File: src/rtl/reg_file_pkg.sv
// Shared core constants for the RV32I integer register file.
//   RF_WIDTH   : data width of one architectural register
//   RF_ADDR_W  : register index width (depth = 2**RF_ADDR_W)
//   abi_reg_e  : ABI names for the 32 integer registers, used by the
//                decoder and benches to avoid bare magic indices.
package reg_file_pkg;

  localparam int RF_WIDTH  = 32;
  localparam int RF_ADDR_W = 5;

  typedef enum logic [RF_ADDR_W-1:0] {
    ZERO = 5'd0,  RA  = 5'd1,  SP  = 5'd2,  GP  = 5'd3,
    TP   = 5'd4,  T0  = 5'd5,  T1  = 5'd6,  T2  = 5'd7,
    S0   = 5'd8,  S1  = 5'd9,  A0  = 5'd10, A1  = 5'd11,
    A2   = 5'd12, A3  = 5'd13, A4  = 5'd14, A5  = 5'd15,
    A6   = 5'd16, A7  = 5'd17, S2  = 5'd18, S3  = 5'd19,
    S4   = 5'd20, S5  = 5'd21, S6  = 5'd22, S7  = 5'd23,
    S8   = 5'd24, S9  = 5'd25, S10 = 5'd26, S11 = 5'd27,
    T3   = 5'd28, T4  = 5'd29, T5  = 5'd30, T6  = 5'd31
  } abi_reg_e;

endpackage

File: src/rtl/reg_file.sv
// 32-entry integer register file for the single-cycle RV32I core.
// Two combinational read ports feed the ALU (RD1 -> operand A, RD2 ->
// operand B / store data); one synchronous write port takes the ALU result
// or load data. x0 has no storage and always reads zero.
//
// Ports:
//   clk   in   core clock, writes on rising edge
//   rst_n in   asynchronous active-low reset, clears every register
//   A1/A2 in   read addresses (rs1 / rs2)
//   RD1/RD2 out read data, optionally bypassed from the write port
//   WE3   in   write enable
//   A3    in   write address (rd); writes to x0 are discarded
//   WD3   in   write data
//   DbgA  in   debug read address
//   DbgD  out  debug read data, always the stored value (never bypassed)
module reg_file
  import reg_file_pkg::*;
#(
  parameter int Width  = RF_WIDTH,
  parameter int AddrW  = RF_ADDR_W,
  parameter bit Bypass = 1'b1
) (
  input  logic             clk,
  input  logic             rst_n,
  input  logic [AddrW-1:0] A1,
  input  logic [AddrW-1:0] A2,
  output logic [Width-1:0] RD1,
  output logic [Width-1:0] RD2,
  input  logic             WE3,
  input  logic [AddrW-1:0] A3,
  input  logic [Width-1:0] WD3,
  input  logic [AddrW-1:0] DbgA,
  output logic [Width-1:0] DbgD
);

  localparam int Depth = 2 ** AddrW;

  // Storage starts at index 1: x0 is synthesised as a constant zero.
  logic [Width-1:0] regs_q [1:Depth-1];
  logic [Width-1:0] regs_d [1:Depth-1];

  always_comb begin
    regs_d = regs_q;
    if (WE3 && (A3 != '0)) begin
      regs_d[A3] = WD3;
    end
  end

  always_ff @(posedge clk or negedge rst_n) begin
    if (!rst_n) begin
      for (int unsigned i = 1; i < Depth; i++) begin
        regs_q[i] <= '0;
      end
    end else begin
      regs_q <= regs_d;
    end
  end

  // Single read-port mux shared by all three read ports. The bypass compare
  // excludes x0 implicitly because address zero short-circuits to zero first.
  function automatic logic [Width-1:0] read_port(input logic [AddrW-1:0] addr,
                                                 input logic             byp_en);
    logic [Width-1:0] data;
    data = '0;
    if (addr != '0) begin
      if (byp_en && WE3 && (A3 == addr)) begin
        data = WD3;
      end else begin
        data = regs_q[addr];
      end
    end
    return data;
  endfunction

  always_comb begin
    RD1  = read_port(A1, Bypass);
    RD2  = read_port(A2, Bypass);
    DbgD = read_port(DbgA, 1'b0);
  end

endmodule

File: config.mk
export PLATFORM = sky130hd
export DESIGN_NAME = reg_file
export DESIGN_NICKNAME = d
export VERILOG_FILES = /design/src/rtl/reg_file_pkg.sv /design/src/rtl/reg_file.sv
export SDC_FILE = /design/constraint.sdc
export NUM_CORES = 2
export LEC_CHECK = 0
export CORE_ASPECT_RATIO = 0.7
export CORE_MARGIN = 8
export CORE_UTILIZATION = 40
export CTS_CLUSTER_DIAMETER = 150
export DETAILED_ROUTE_END_ITERATION = 7
export PLACE_DENSITY = 0.66
export REMOVE_ABC_BUFFERS = 1
export SETUP_SLACK_MARGIN = 0.5
export SLEW_MARGIN = 20
export SYNTH_ARGS = -nofsm -noshare
export SYNTH_HDL_FRONTEND = slang
export SYNTH_SLANG_ARGS = --single-unit
export TNS_END_PERCENT = 20
File: constraint.sdc
create_clock -name clk -period 8.4 [get_ports clk]
set_clock_uncertainty 0.05 [all_clocks]
set_input_delay 1.26 -clock clk [delete_from_list [all_inputs] [get_ports clk]]
set_output_delay 1.26 -clock clk [all_outputs]
set_load 0.05 [all_outputs]
==> impl_metrics.yaml <==
logic_synthesis:
  synth.cell_area_um2: 61500
  async_flop_share_pct: 100
  synth_edf_count: 0
  dominantRegCellSynth: "sky130_fd_sc_hd__dfrtp_1"
  netlist-cell-type-count: 52
  yosysSeqAreaShare_pct: 40.4
  yosysWarningCount: 0
  syn-instance-count: 4042
  post_synth.cell_area_avg_um2: 15.2
  yosys_register_bits: 992
cts:
  clk_latency_ps: 730
  cts_sink_cnt: 992
  ctsRootBufferMaster: "sky130_fd_sc_hd__clkbuf_16"
  cts_max_level: 3
  postCtsHoldBufs: 0
  post-cts-setup-buffers: 0
  numCtsBuffers: 96
  cts_tree: "built"
  worst_setup_hold_path_clk_slew_ps: 60
  cts_resized: 0
  cts_max_path_buffers: 3
worst_setup_path:
  worstRegToRegCells: 1
  max_stage_delay_ps: 820
  slowest_stage: "sky130_fd_sc_hd__clkdlybuf4s50_1"
  setup.reg_to_reg.worst_slack_ps: 7520
  timing.critical_path.required_ps: 7090
  critical_path.reg2reg.startpoint: "regs_q[834]$_DFFE_PN0P_"
  timing.critical_path.cells: "buf_2 > buf_4 > nand2_1 > nor2_4 > buf_4 > a22oi_1 > o211ai_1 > o221a_2 > clkdlybuf4s50_1"
  crit_path_max_fanout: 20
  timing.critical_path.from_type: "input pin"
  critical_path_arrival_ps: 5270
  timing.rr.end: "regs_q[834]$_DFFE_PN0P_"
  critical_path.endpoint_type: "output port"
  path_class: "input pin to output port"
  cp_common_cell: "sky130_fd_sc_hd__buf_4"
layout:
  syn2layout_area_growth_pct: 10.7
  drive_gt1_share_pct: 56.6
  design.final.nets: 3988
  seq_area_um2: 24800
  num-fill-cells: 13333
  biggestRegsByFlops: "regs_q (992)"
  largest_register_ffs: 992
  max_flop_register: "regs_q"
  finalCoreUtilization_pct: 44.5
  multi_input_area_um2: 34700
hold_path:
  whs_endpoint: "regs_q[699]$_DFFE_PN0P_"
  hp-class: "register to register"
  timing.hold.worst_path_depth: 1
  hp-start: "regs_q[699]$_DFFE_PN0P_"
timing:
  worst_slew_pin_slew_ps: 1130
  finalHoldViolations: 0
  setup_viol: 0
  final_max_tran_viols: 0
  rsz0062_at_grt: "no"
  achievable-frequency_mhz: 152
  final_period_minus_worst_setup_slack_ps: 6580
  fin_worst_hold_slack_ps: 496
  slew-limit-headroom_pct: 24.2
  final_min_period_over_clock_period_pct: 78.3
  setup_total_negative_slack_ps: 0
global_route:
  grt_first_pass_wirelength_mm: 309
  overflow_after_grt: 0
  grt_start_max_net_pins: 171
  first_global_vias: 41499
  antenna_found_initial: 7
  grt_usage_pct: 25.0
die:
  fp.dieW_um: 484
  num_rows: 120
  start_util_pct: 40.2
  die-area_um2: 167000
  die_h_um: 344
  floorplan.core_area_um2: 153000
  design.portCount: 151
power:
  cellLeakagePower_uw: 0.0276
  power_density_nw_per_um2: 231
  vdd_ir_drop_max_mv: 0.189
run_status:
  outcome: "complete, no violations"
drt:
  via_count: 41639
  wl_per_instance_um: 35.3
  route.antenna.remaining_nets: 0
  drcViolationCount: 0
  totalWireLength_mm: 213
  drt_iter0_drc: 5870
  post_drt_via_cell_ratio: 6.91
  drt-pass1-iter-count: 5
placement:
  place.detailed.hpwl_mm: 123
  place.gp.congestion: 0.830
  count_of_input_and_output_buffers: 150
job:
  timing.max_cap.violations: 0
-- placed cells by master (no fill, tap or decap), drive strengths merged, types with 12 or more instances in the layout --
master / Yosys / routed
mux2: 1155 / 1155
dfrtp: 992 / 992
mux4: 736 / 736
clkbuf: 242 / 143
buf: 236 / 141
clkdlybuf4s50: 0 / 130
a22oi: 60 / 60
nand2: 57 / 57
a221oi: 55 / 55
mux2i: 54 / 54
o22ai: 54 / 54
a22o: 48 / 48
nor2b: 46 / 46
nor2: 39 / 39
a21oi: 32 / 32
or3: 31 / 31
o211ai: 30 / 30
o221a: 30 / 30
clkinv: 0 / 20
nor3: 18 / 18
o21ai: 18 / 18
a211oi: 13 / 13
o41ai: 12 / 12
-- metal layers --
layer	part of all wire (%)	vias up	GRT usage, %	wire length [µm]
li1	-	16085	-	-
met1	42	22625	35.8	88300
met2	44	2493	36.2	92700
met3	11	430	7.84	24200
met4	3.6	6	8.16	7560
met5	0.011	-	0	23
-- worst max-delay path by stage --
stage	startpoint	end	slack, ps	depth (start not counted)
finish	A1[4]	RD1[21]	1820	9
global placement	A1[1]	RD1[4]	2020	8
CTS	A1[1]	RD1[6]	1950	8
floorplan	A2[0]	RD2[11]	2540	5
global route	A3[2]	RD1[1]	1830	8
detailed placement	A1[1]	RD1[4]	1980	8
-- cell usage after synthesis, types with 2 or more instances --
library cell               number  area share [%]
sky130_fd_sc_hd__mux2_2      1155              21
sky130_fd_sc_hd__dfrtp_1      992              40
sky130_fd_sc_hd__mux4_2       736              27
sky130_fd_sc_hd__clkbuf_1     242             1.5
sky130_fd_sc_hd__buf_2        104            0.85
sky130_fd_sc_hd__buf_1         69            0.42
sky130_fd_sc_hd__a22oi_1       60            0.73
sky130_fd_sc_hd__nand2_1       57            0.35
sky130_fd_sc_hd__a221oi_1      55            0.78
sky130_fd_sc_hd__mux2i_1       54            0.88
sky130_fd_sc_hd__o22ai_1       54            0.55
sky130_fd_sc_hd__a22o_1        48            0.68
sky130_fd_sc_hd__buf_4         47            0.57
sky130_fd_sc_hd__nor2b_1       46            0.47
sky130_fd_sc_hd__nor2_1        39            0.24
sky130_fd_sc_hd__a21oi_1       32            0.26
sky130_fd_sc_hd__or3_1         31            0.32
sky130_fd_sc_hd__o211ai_1      30            0.37
sky130_fd_sc_hd__o221a_2       30            0.55
sky130_fd_sc_hd__nor3_1        18            0.15
sky130_fd_sc_hd__buf_6         16            0.29
sky130_fd_sc_hd__a211oi_1      13            0.16
sky130_fd_sc_hd__o41ai_1       12            0.17
sky130_fd_sc_hd__a211o_1       11            0.16
sky130_fd_sc_hd__o21ai_1       11           0.090
sky130_fd_sc_hd__nand3_1        8           0.065
sky130_fd_sc_hd__nand3b_1       7           0.086
sky130_fd_sc_hd__nor3b_1        7           0.086
sky130_fd_sc_hd__o21ai_0        7           0.057
sky130_fd_sc_hd__nand2b_1       6           0.061
sky130_fd_sc_hd__xnor2_1        6           0.086
sky130_fd_sc_hd__a311o_1        4           0.065
sky130_fd_sc_hd__o221ai_1       4           0.057
sky130_fd_sc_hd__o22a_1         4           0.057
sky130_fd_sc_hd__xor2_1         4           0.057
sky130_fd_sc_hd__and2_1         3           0.031
sky130_fd_sc_hd__or2_2          3           0.031
sky130_fd_sc_hd__a221o_1        2           0.033
sky130_fd_sc_hd__and3_1         2           0.020
-- critical path: cells and delay by family --
family | cells | cell delay, ps
and+or+nand+nor | 2 | 970
buffers and inverters | 4 | 2360
AOI/OAI and AO/OA | 3 | 570
-- final cells by class --
cell class / count / area share, %
Multi-Input combinational cell: 2572 / 51.0
Sequential cell: 992 / 36.5
Clock buffer: 143 / 4.25
Timing Repair Buffer: 271 / 3.87
Tap cell: 2013 / 3.70
Clock inverter: 35 / 0.650
Antenna cell: 3 / 0.0110
-- power by group --
part	switching (µW)	leakage (µW)	internal (µW)
sequential	910	0.0127	5710
clock	2070	0.00164	2630
combinational	1890	0.0133	2500
-- stage by stage --
step | cells | area, µm² | worst slack, ps | power (µW)
2_1_floorplan | 3564 | 59200 | 2540 | 9460
3_3_place_gp | 5848 | 64700 | 2020 | 10900
3_5_place_dp | 5848 | 64700 | 1980 | 11000
4_1_cts | 6026 | 68000 | 1950 | 15700
5_1_grt | 6029 | 68000 | 1830 | 16300
6_report | 6029 | 68000 | 1820 | 15700
-- logic make-up after synthesis --
group,synth area share [%]
mux,49.0
flops,40.4
buf+inv,3.61
compound gates,4.84
simple gates,1.99
xor+xnor,0.143
(Power assumes the default switching activity.)
